**src/rtl/jt7759_pkg.sv**
```systemverilog
// Shared tables and helpers for the jt7759 ADPCM decoder.
// Step magnitudes above 127 are held at 127 so every step fits a signed byte.
package jt7759_pkg;

  localparam logic signed [7:0] SMAX = 8'sd127;
  localparam logic signed [7:0] SMIN = 8'h80;

  typedef enum logic [1:0] {
    BUF_EMPTY = 2'd0,
    BUF_HI    = 2'd1,
    BUF_LO    = 2'd2
  } buf_st_t;

  localparam logic signed [2:0] DELTA [16] = '{
    -3'sd1, -3'sd1, 3'sd0, 3'sd0, 3'sd1, 3'sd2, 3'sd2, 3'sd3,
    -3'sd1, -3'sd1, 3'sd0, 3'sd0, 3'sd1, 3'sd2, 3'sd2, 3'sd3
  };

  localparam logic signed [7:0] STEP [16][16] = '{
    '{8'sd0, 8'sd0,  8'sd1,  8'sd2,  8'sd3,  8'sd5,   8'sd7,   8'sd10,  8'sd0,  8'sd0,   -8'sd1,  -8'sd2,  -8'sd3,  -8'sd5,   -8'sd7,   -8'sd10},
    '{8'sd0, 8'sd1,  8'sd2,  8'sd3,  8'sd4,  8'sd6,   8'sd8,   8'sd13,  8'sd0,  -8'sd1,  -8'sd2,  -8'sd3,  -8'sd4,  -8'sd6,   -8'sd8,   -8'sd13},
    '{8'sd0, 8'sd1,  8'sd2,  8'sd4,  8'sd5,  8'sd7,   8'sd10,  8'sd15,  8'sd0,  -8'sd1,  -8'sd2,  -8'sd4,  -8'sd5,  -8'sd7,   -8'sd10,  -8'sd15},
    '{8'sd0, 8'sd1,  8'sd3,  8'sd4,  8'sd6,  8'sd9,   8'sd13,  8'sd19,  8'sd0,  -8'sd1,  -8'sd3,  -8'sd4,  -8'sd6,  -8'sd9,   -8'sd13,  -8'sd19},
    '{8'sd0, 8'sd2,  8'sd3,  8'sd5,  8'sd8,  8'sd11,  8'sd15,  8'sd23,  8'sd0,  -8'sd2,  -8'sd3,  -8'sd5,  -8'sd8,  -8'sd11,  -8'sd15,  -8'sd23},
    '{8'sd0, 8'sd2,  8'sd4,  8'sd7,  8'sd10, 8'sd14,  8'sd19,  8'sd29,  8'sd0,  -8'sd2,  -8'sd4,  -8'sd7,  -8'sd10, -8'sd14,  -8'sd19,  -8'sd29},
    '{8'sd0, 8'sd3,  8'sd5,  8'sd8,  8'sd12, 8'sd16,  8'sd22,  8'sd33,  8'sd0,  -8'sd3,  -8'sd5,  -8'sd8,  -8'sd12, -8'sd16,  -8'sd22,  -8'sd33},
    '{8'sd1, 8'sd4,  8'sd7,  8'sd10, 8'sd15, 8'sd20,  8'sd29,  8'sd43,  -8'sd1, -8'sd4,  -8'sd7,  -8'sd10, -8'sd15, -8'sd20,  -8'sd29,  -8'sd43},
    '{8'sd1, 8'sd4,  8'sd8,  8'sd13, 8'sd18, 8'sd25,  8'sd35,  8'sd53,  -8'sd1, -8'sd4,  -8'sd8,  -8'sd13, -8'sd18, -8'sd25,  -8'sd35,  -8'sd53},
    '{8'sd1, 8'sd6,  8'sd10, 8'sd16, 8'sd22, 8'sd31,  8'sd43,  8'sd64,  -8'sd1, -8'sd6,  -8'sd10, -8'sd16, -8'sd22, -8'sd31,  -8'sd43,  -8'sd64},
    '{8'sd2, 8'sd7,  8'sd12, 8'sd19, 8'sd27, 8'sd37,  8'sd51,  8'sd76,  -8'sd2, -8'sd7,  -8'sd12, -8'sd19, -8'sd27, -8'sd37,  -8'sd51,  -8'sd76},
    '{8'sd2, 8'sd9,  8'sd16, 8'sd24, 8'sd34, 8'sd46,  8'sd64,  8'sd96,  -8'sd2, -8'sd9,  -8'sd16, -8'sd24, -8'sd34, -8'sd46,  -8'sd64,  -8'sd96},
    '{8'sd3, 8'sd11, 8'sd19, 8'sd29, 8'sd41, 8'sd57,  8'sd79,  8'sd117, -8'sd3, -8'sd11, -8'sd19, -8'sd29, -8'sd41, -8'sd57,  -8'sd79,  -8'sd117},
    '{8'sd4, 8'sd13, 8'sd24, 8'sd36, 8'sd50, 8'sd69,  8'sd96,  8'sd127, -8'sd4, -8'sd13, -8'sd24, -8'sd36, -8'sd50, -8'sd69,  -8'sd96,  -8'sd127},
    '{8'sd4, 8'sd16, 8'sd29, 8'sd44, 8'sd62, 8'sd85,  8'sd118, 8'sd127, -8'sd4, -8'sd16, -8'sd29, -8'sd44, -8'sd62, -8'sd85,  -8'sd118, -8'sd127},
    '{8'sd6, 8'sd20, 8'sd36, 8'sd54, 8'sd76, 8'sd106, 8'sd127, 8'sd127, -8'sd6, -8'sd20, -8'sd36, -8'sd54, -8'sd76, -8'sd106, -8'sd127, -8'sd127}
  };

  function automatic logic [3:0] clamp_idx(input logic [3:0] s, input logic signed [2:0] d);
    logic signed [5:0] t;
    t = $signed({2'b00, s}) + $signed({{3{d[2]}}, d});
    if (t < 6'sd0) return 4'd0;
    if (t > 6'sd15) return 4'd15;
    return t[3:0];
  endfunction

  function automatic logic [7:0] sat8(input logic [7:0] a, input logic [7:0] b);
    logic [8:0] t;
    t = {a[7], a} + {b[7], b};
    if (t[8] != t[7]) return t[8] ? SMIN : SMAX;
    return t[7:0];
  endfunction

endpackage

```
**src/rtl/jt7759_adpcm_rom.sv**
```systemverilog
// Registered step lookup (state, code) -> step; first pipeline stage of the decoder.
module jt7759_adpcm_rom
  import jt7759_pkg::*;
(
  input  logic       clk,
  input  logic       rst,
  input  logic       en,
  input  logic [3:0] state,
  input  logic [3:0] code,
  output logic [7:0] step
);

  always_ff @(posedge clk) begin
    if (rst) step <= '0;
    else if (en) step <= STEP[state][code];
  end

endmodule

```
**src/rtl/jt7759_adpcm.sv**
```systemverilog
// uPD7759 ADPCM decode: byte buffer -> nibble codes -> step lookup -> saturating accumulator.
// state     | meaning
// BUF_EMPTY | no byte held; din_ok latches a new one
// BUF_HI    | byte held, high nibble is next
// BUF_LO    | byte held, low nibble is next; may refill as it is consumed
module jt7759_adpcm
  import jt7759_pkg::*;
#(
  parameter int SW = 14
) (
  input  logic          clk,
  input  logic          rst,
  input  logic          cen_dec,
  input  logic          rst_lvl,
  input  logic [7:0]    din,
  input  logic          din_ok,
  output logic          din_rd,
  output logic          underrun,
  output logic [SW-1:0] sound
);

  buf_st_t bst, bst_nxt;
  logic [7:0] byte_buf;
  logic latch, consume, ur_nxt;
  logic [3:0] code, state_idx;
  logic [7:0] step;
  logic step_vld;
  logic signed [7:0] sample;
  logic signed [SW-1:0] sample_ext;

  assign code = (bst == BUF_HI) ? byte_buf[7:4] : byte_buf[3:0];

  always_comb begin
    bst_nxt = bst;
    latch   = 1'b0;
    consume = 1'b0;
    ur_nxt  = 1'b0;
    case (bst)
      BUF_EMPTY: begin
        ur_nxt = cen_dec;
        if (din_ok) begin
          latch   = 1'b1;
          bst_nxt = BUF_HI;
        end
      end
      BUF_HI: begin
        if (cen_dec) begin
          consume = 1'b1;
          bst_nxt = BUF_LO;
        end
      end
      BUF_LO: begin
        if (cen_dec) begin
          consume = 1'b1;
          bst_nxt = BUF_EMPTY;
          if (din_ok) begin
            latch   = 1'b1;
            bst_nxt = BUF_HI;
          end
        end
      end
      default: bst_nxt = BUF_EMPTY;
    endcase
  end

  always_ff @(posedge clk) begin
    if (rst || rst_lvl) begin
      bst      <= BUF_EMPTY;
      byte_buf <= '0;
      din_rd   <= 1'b0;
      underrun <= 1'b0;
    end else begin
      bst      <= bst_nxt;
      din_rd   <= latch;
      underrun <= ur_nxt;
      if (latch) byte_buf <= din;
    end
  end

  jt7759_adpcm_rom u_rom (
    .clk   (clk),
    .rst   (rst),
    .en    (consume),
    .state (state_idx),
    .code  (code),
    .step  (step)
  );

  // rst_lvl also drops a step already looked up, so the accumulator restarts at zero
  always_ff @(posedge clk) begin
    if (rst || rst_lvl) begin
      state_idx <= '0;
      step_vld  <= 1'b0;
      sample    <= '0;
    end else begin
      step_vld <= consume;
      if (consume) state_idx <= clamp_idx(state_idx, DELTA[code]);
      if (step_vld) sample <= sat8(sample, step);
    end
  end

  assign sample_ext = SW'(sample);

  always_ff @(posedge clk) begin
    if (rst) sound <= '0;
    else sound <= sample_ext <<< (SW - 8);
  end

endmodule

```
**config.mk**
```make
export PLATFORM = sky130hd
export DESIGN_NAME = jt7759_adpcm
export DESIGN_NICKNAME = d
export VERILOG_FILES = /design/src/rtl/jt7759_pkg.sv /design/src/rtl/jt7759_adpcm_rom.sv /design/src/rtl/jt7759_adpcm.sv
export SDC_FILE = /design/constraint.sdc
export NUM_CORES = 1
export LEC_CHECK = 0
export ABC_AREA = 1
export BUFFER_PORTS_ARGS = -buffer_cell sky130_fd_sc_hd__buf_2
export CAP_MARGIN = 15
export CORE_MARGIN = 2
export CORE_UTILIZATION = 30
export CTS_CLUSTER_DIAMETER = 50
export CTS_CLUSTER_SIZE = 28
export DETAILED_ROUTE_END_ITERATION = 6
export PLACE_DENSITY = 0.47
export SLEW_MARGIN = 25
export SYNTH_ARGS = -nofsm -noshare
export SYNTH_HDL_FRONTEND = slang
export SYNTH_SLANG_ARGS = --single-unit
```
**constraint.sdc**
```tcl
create_clock -name clk -period 3.2 [get_ports clk]
set_input_delay 0.16 -clock clk [delete_from_list [all_inputs] [get_ports clk]]
set_output_delay 0.16 -clock clk [all_outputs]
set_load 0.005 [all_outputs]
```
==> flow_summary_export.csv <==
group,metric,value,unit
sta,finalMaxSlewViolations,0,
finish,final_layout_size_suffix_gt1_frac,0.115,
power,power.share.clock,0.363,
global_routing,grt_busiest_layer,"met2",
setup_path,rrSetupSlack,0.33,ns
yosys,yosysWarnings,0,
yosys,ys_seq_elements,41,
sta,setup_viol,0,
worst_hold_path,whs_path_depth,3,
power,ir_worst_vdd,0.190,mV
finish,antenna_cells,0,
route,wl_per_cell,15.3,um
yosys,synth_cells,725,
sta,period_share,0.896,
clock_tree,clock_latency,0.29,ns
finish,area_growth,8.50,%
die,die_area,0.0154,mm^2
route,drt_wl_total,14.1,mm
die,ios,29,
flow_run,cap_violations,0,
sta,finClkSkew,0.00689,ns
setup_path,critPathMaxFanout,9,
sta,final.setup.worst_slack,0.334,ns
clock_tree,postCtsSetupBuffers,0,
power,p_per_area,301,mW/mm^2
finish,fin_nets,788,
route,vias,4739,
clock_tree,hold_buffers,0,
yosys,syn_avg_cell_area,5.95,um^2
global_routing,antenna_found_initial,0,
yosys,synthDistinctLibCells,44,
power,power_frac_comb,0.251,
yosys,synth_top_area_cell,"nand2_1",
setup_path,rr_worst_depth,19,
sta,fmax,0.349,GHz
yosys,synth_edf_count,0,
yosys,synthArstFlopShare,0,
global_routing,grt-ovfl-total,0,
die,dieWidth,124,um
yosys,synthTopCellsByCount,"242 x nand2_1, 96 x nand3_1, 70 x inv_1, 56 x nor2_1, 41 x dfxtp_1",
route,routed_via_density,5.15,
clock_tree,cts_tree,"done",
sta,min_period,2.87,ns
clock_tree,cts-resized-gates,0,
global_routing,met2_usage,0.305,
power,power.leakage,0.00238,uW
die,start_util,0.308,
route,drt_iter0_drc,470,
sta,tightest_slew,0.730,ns
global_routing,grt.met1_usage,0.252,
yosys,synth_most_common_cell,"nand2_1",
clock_tree,clk_pin_slew_worst_paths,0.06,ns
placement,dpl.cell_count,913,
die,num_rows,43,
die,die_y,124,um
clock_tree,cts_buffers,5,
route,post-route-drc-count,0,
power,netSwitchingPower,457,uW
clock_tree,ctsLongestPathBuffers,2,
run_status,status,"complete, no violations",
setup_path,endpoint_kind,"flip-flop",
route,drtAntennaViolNets,0,
clock_tree,cts_root_buf,"clkbuf_16",
setup_path,reg2reg_from,"bst[1]",
sta,hold_viol,0,
worst_hold_path,worstHoldEndpoint,"byte_buf[7]",
yosys,ys.flop_type,"dfxtp_1",
placement,post-place-ws,0.357,ns
sta,setup_tns,0,ns
clock_tree,cts.sinks,41,
setup_path,startpoint_type,"flip-flop",
finish,fin_cells,921,
power,power_frac_seq,0.386,
sta,rsz0062_at_grt,"no",
setup_path,critical_path_class,"reg2reg",
global_routing,gr-usage-all-layers,0.188,
global_routing,grt_pass1_wl,22.5,mm
route,firstDrtPassIters,6,
setup_path,critPathArrivalTime,3.01,ns
power,p_sw_frac,0.324,
sta,slew-limit-headroom,0.511,
clock_tree,htreeDepth,2,
power,internal_power,954,uW
worst_hold_path,min_from,"din[7]",
setup_path,rr_endpoint,"state_idx[2]",
setup_path,required,3.35,ns
die,fp.coreArea,0.0140,mm^2
yosys,syn_area,0.00431,mm^2
global_routing,grt_use_met3,0.0334,
placement,gp_congestion,0.961,
yosys,ys_seq_area_frac,0.190,
yosys,synth.top_cell.area_share,0.211,
worst_hold_path,hp-class,"in2reg",
global_routing,grt_start_max_net_pins,39,
placement,dpl.hpwl,10.6,mm
placement,io_buffers,22,
global_routing,grt_pass1_vias,4454,
yosys,synth.area.top_cells,"nand2_1 21%, dfxtp_1 19%, nand3_1 11%",
sta,hold_ws,0.105,ns
==> worst max-delay path, stage by stage, from the launching register on <==
cell      delay (ns)
dfxtp_1         0.35
inv_1           0.08
ha_1            0.22
buf_4           0.18
nand2_2         0.08
nand2_4         0.07
o21ai_0         0.24
o22ai_1         0.11
inv_1           0.07
ha_1            0.16
inv_1           0.06
fa_1            0.38
nor2_1          0.14
o21bai_1        0.10
nand2_1         0.08
nand2_1         0.05
nand3_1         0.13
o21ai_0         0.11
nand2_1         0.07
a21oi_1         0.05
==> state kept, by name, indices dropped and copies added, names as in the netlist <==
| register | cells |
|---|---|
| underrun | 1 |
| sample | 8 |
| sound | 8 |
| din_rd | 1 |
| byte_buf | 8 |
| state_idx | 4 |
| step_vld | 1 |
| u_rom.step | 8 |
| bst | 2 |
==> area by class of cell <==
class	instances	area, um^2
clock buffer	6	139
clock inverter	2	13.8
fill	1590	9310
inverter	77	292
multi-input combinational	578	2970
sequential	41	821
tap	180	225
timing repair buffer	37	223
==> metal layers <==
layer / part of all wire / wire, um
met5: 0 / 0
met4: 0.028 / 400
met3: 0.070 / 983
met2: 0.45 / 6290
met1: 0.45 / 6400
==> power groups by stage <==
stage	sequential, uW	combinational, uW	clock, uW
after floorplan	550	281	0
after global placement	555	353	0
after detailed placement	555	350	0
after CTS	544	351	532
after global routing	546	397	549
final	544	354	513
==> logic make-up (layout without fill, tap and decap cells) <==
kind of cell | Yosys count | count (layout) | share of synthesized area
AOI/OAI and AO/OA | 95 | 95 | 0.119
DFF | 41 | 41 | 0.190
buffers and inverters | 111 | 122 | 0.126
and+or+nand+nor | 436 | 436 | 0.444
xor gates and xnor gates | 6 | 6 | 0.0139
adders and majority gates | 35 | 35 | 0.105
other | 1 | 6 | 0.000869
==> through the flow <==
| step | cell area [um^2] | utilization | power [uW] |
|---|---|---|---|
| floorplan | 4330 | - | 832 |
| global placement | 4530 | 0.324 | 908 |
| detailed placement | 4530 | 0.324 | 905 |
| CTS | 4680 | 0.335 | 1430 |
| global route | 4680 | 0.335 | 1490 |
| finish | 4680 | 0.335 | 1410 |
==> cell usage in the layout, fill, tap and decap left out, types with 2 or more instances in the layout <==
cell type / n
nand2_1: 242
nand3_1: 96
inv_1: 70
nor2_1: 56
dfxtp_1: 41
o21ai_0: 39
a21oi_1: 36
ha_1: 33
buf_2: 22
buf_4: 15
nand2_2: 13
nor2_2: 7
o21ai_1: 7
nand2_4: 6
conb_1: 6
inv_2: 5
nand4_1: 5
clkbuf_16: 5
xor2_1: 4
o211ai_1: 3
o21bai_1: 2
or2_1: 2
nor2_4: 2
or2_2: 2
a31oi_1: 2
nand3b_1: 2
fa_1: 2
==> worst max-delay path by stage <==
stage                     startpoint            to  slack (ns)  cells after the start
after floorplan               bst[1]  state_idx[2]        0.46                     21
after global placement        bst[1]  state_idx[2]        0.42                     19
after detailed placement      bst[1]  state_idx[2]        0.36                     19
after CTS                     bst[1]  state_idx[2]        0.34                     19
after global routing          bst[1]  state_idx[2]        0.02                     19
final                         bst[1]  state_idx[2]        0.33                     19
Note: power is estimated with default switching activity, not from simulation.
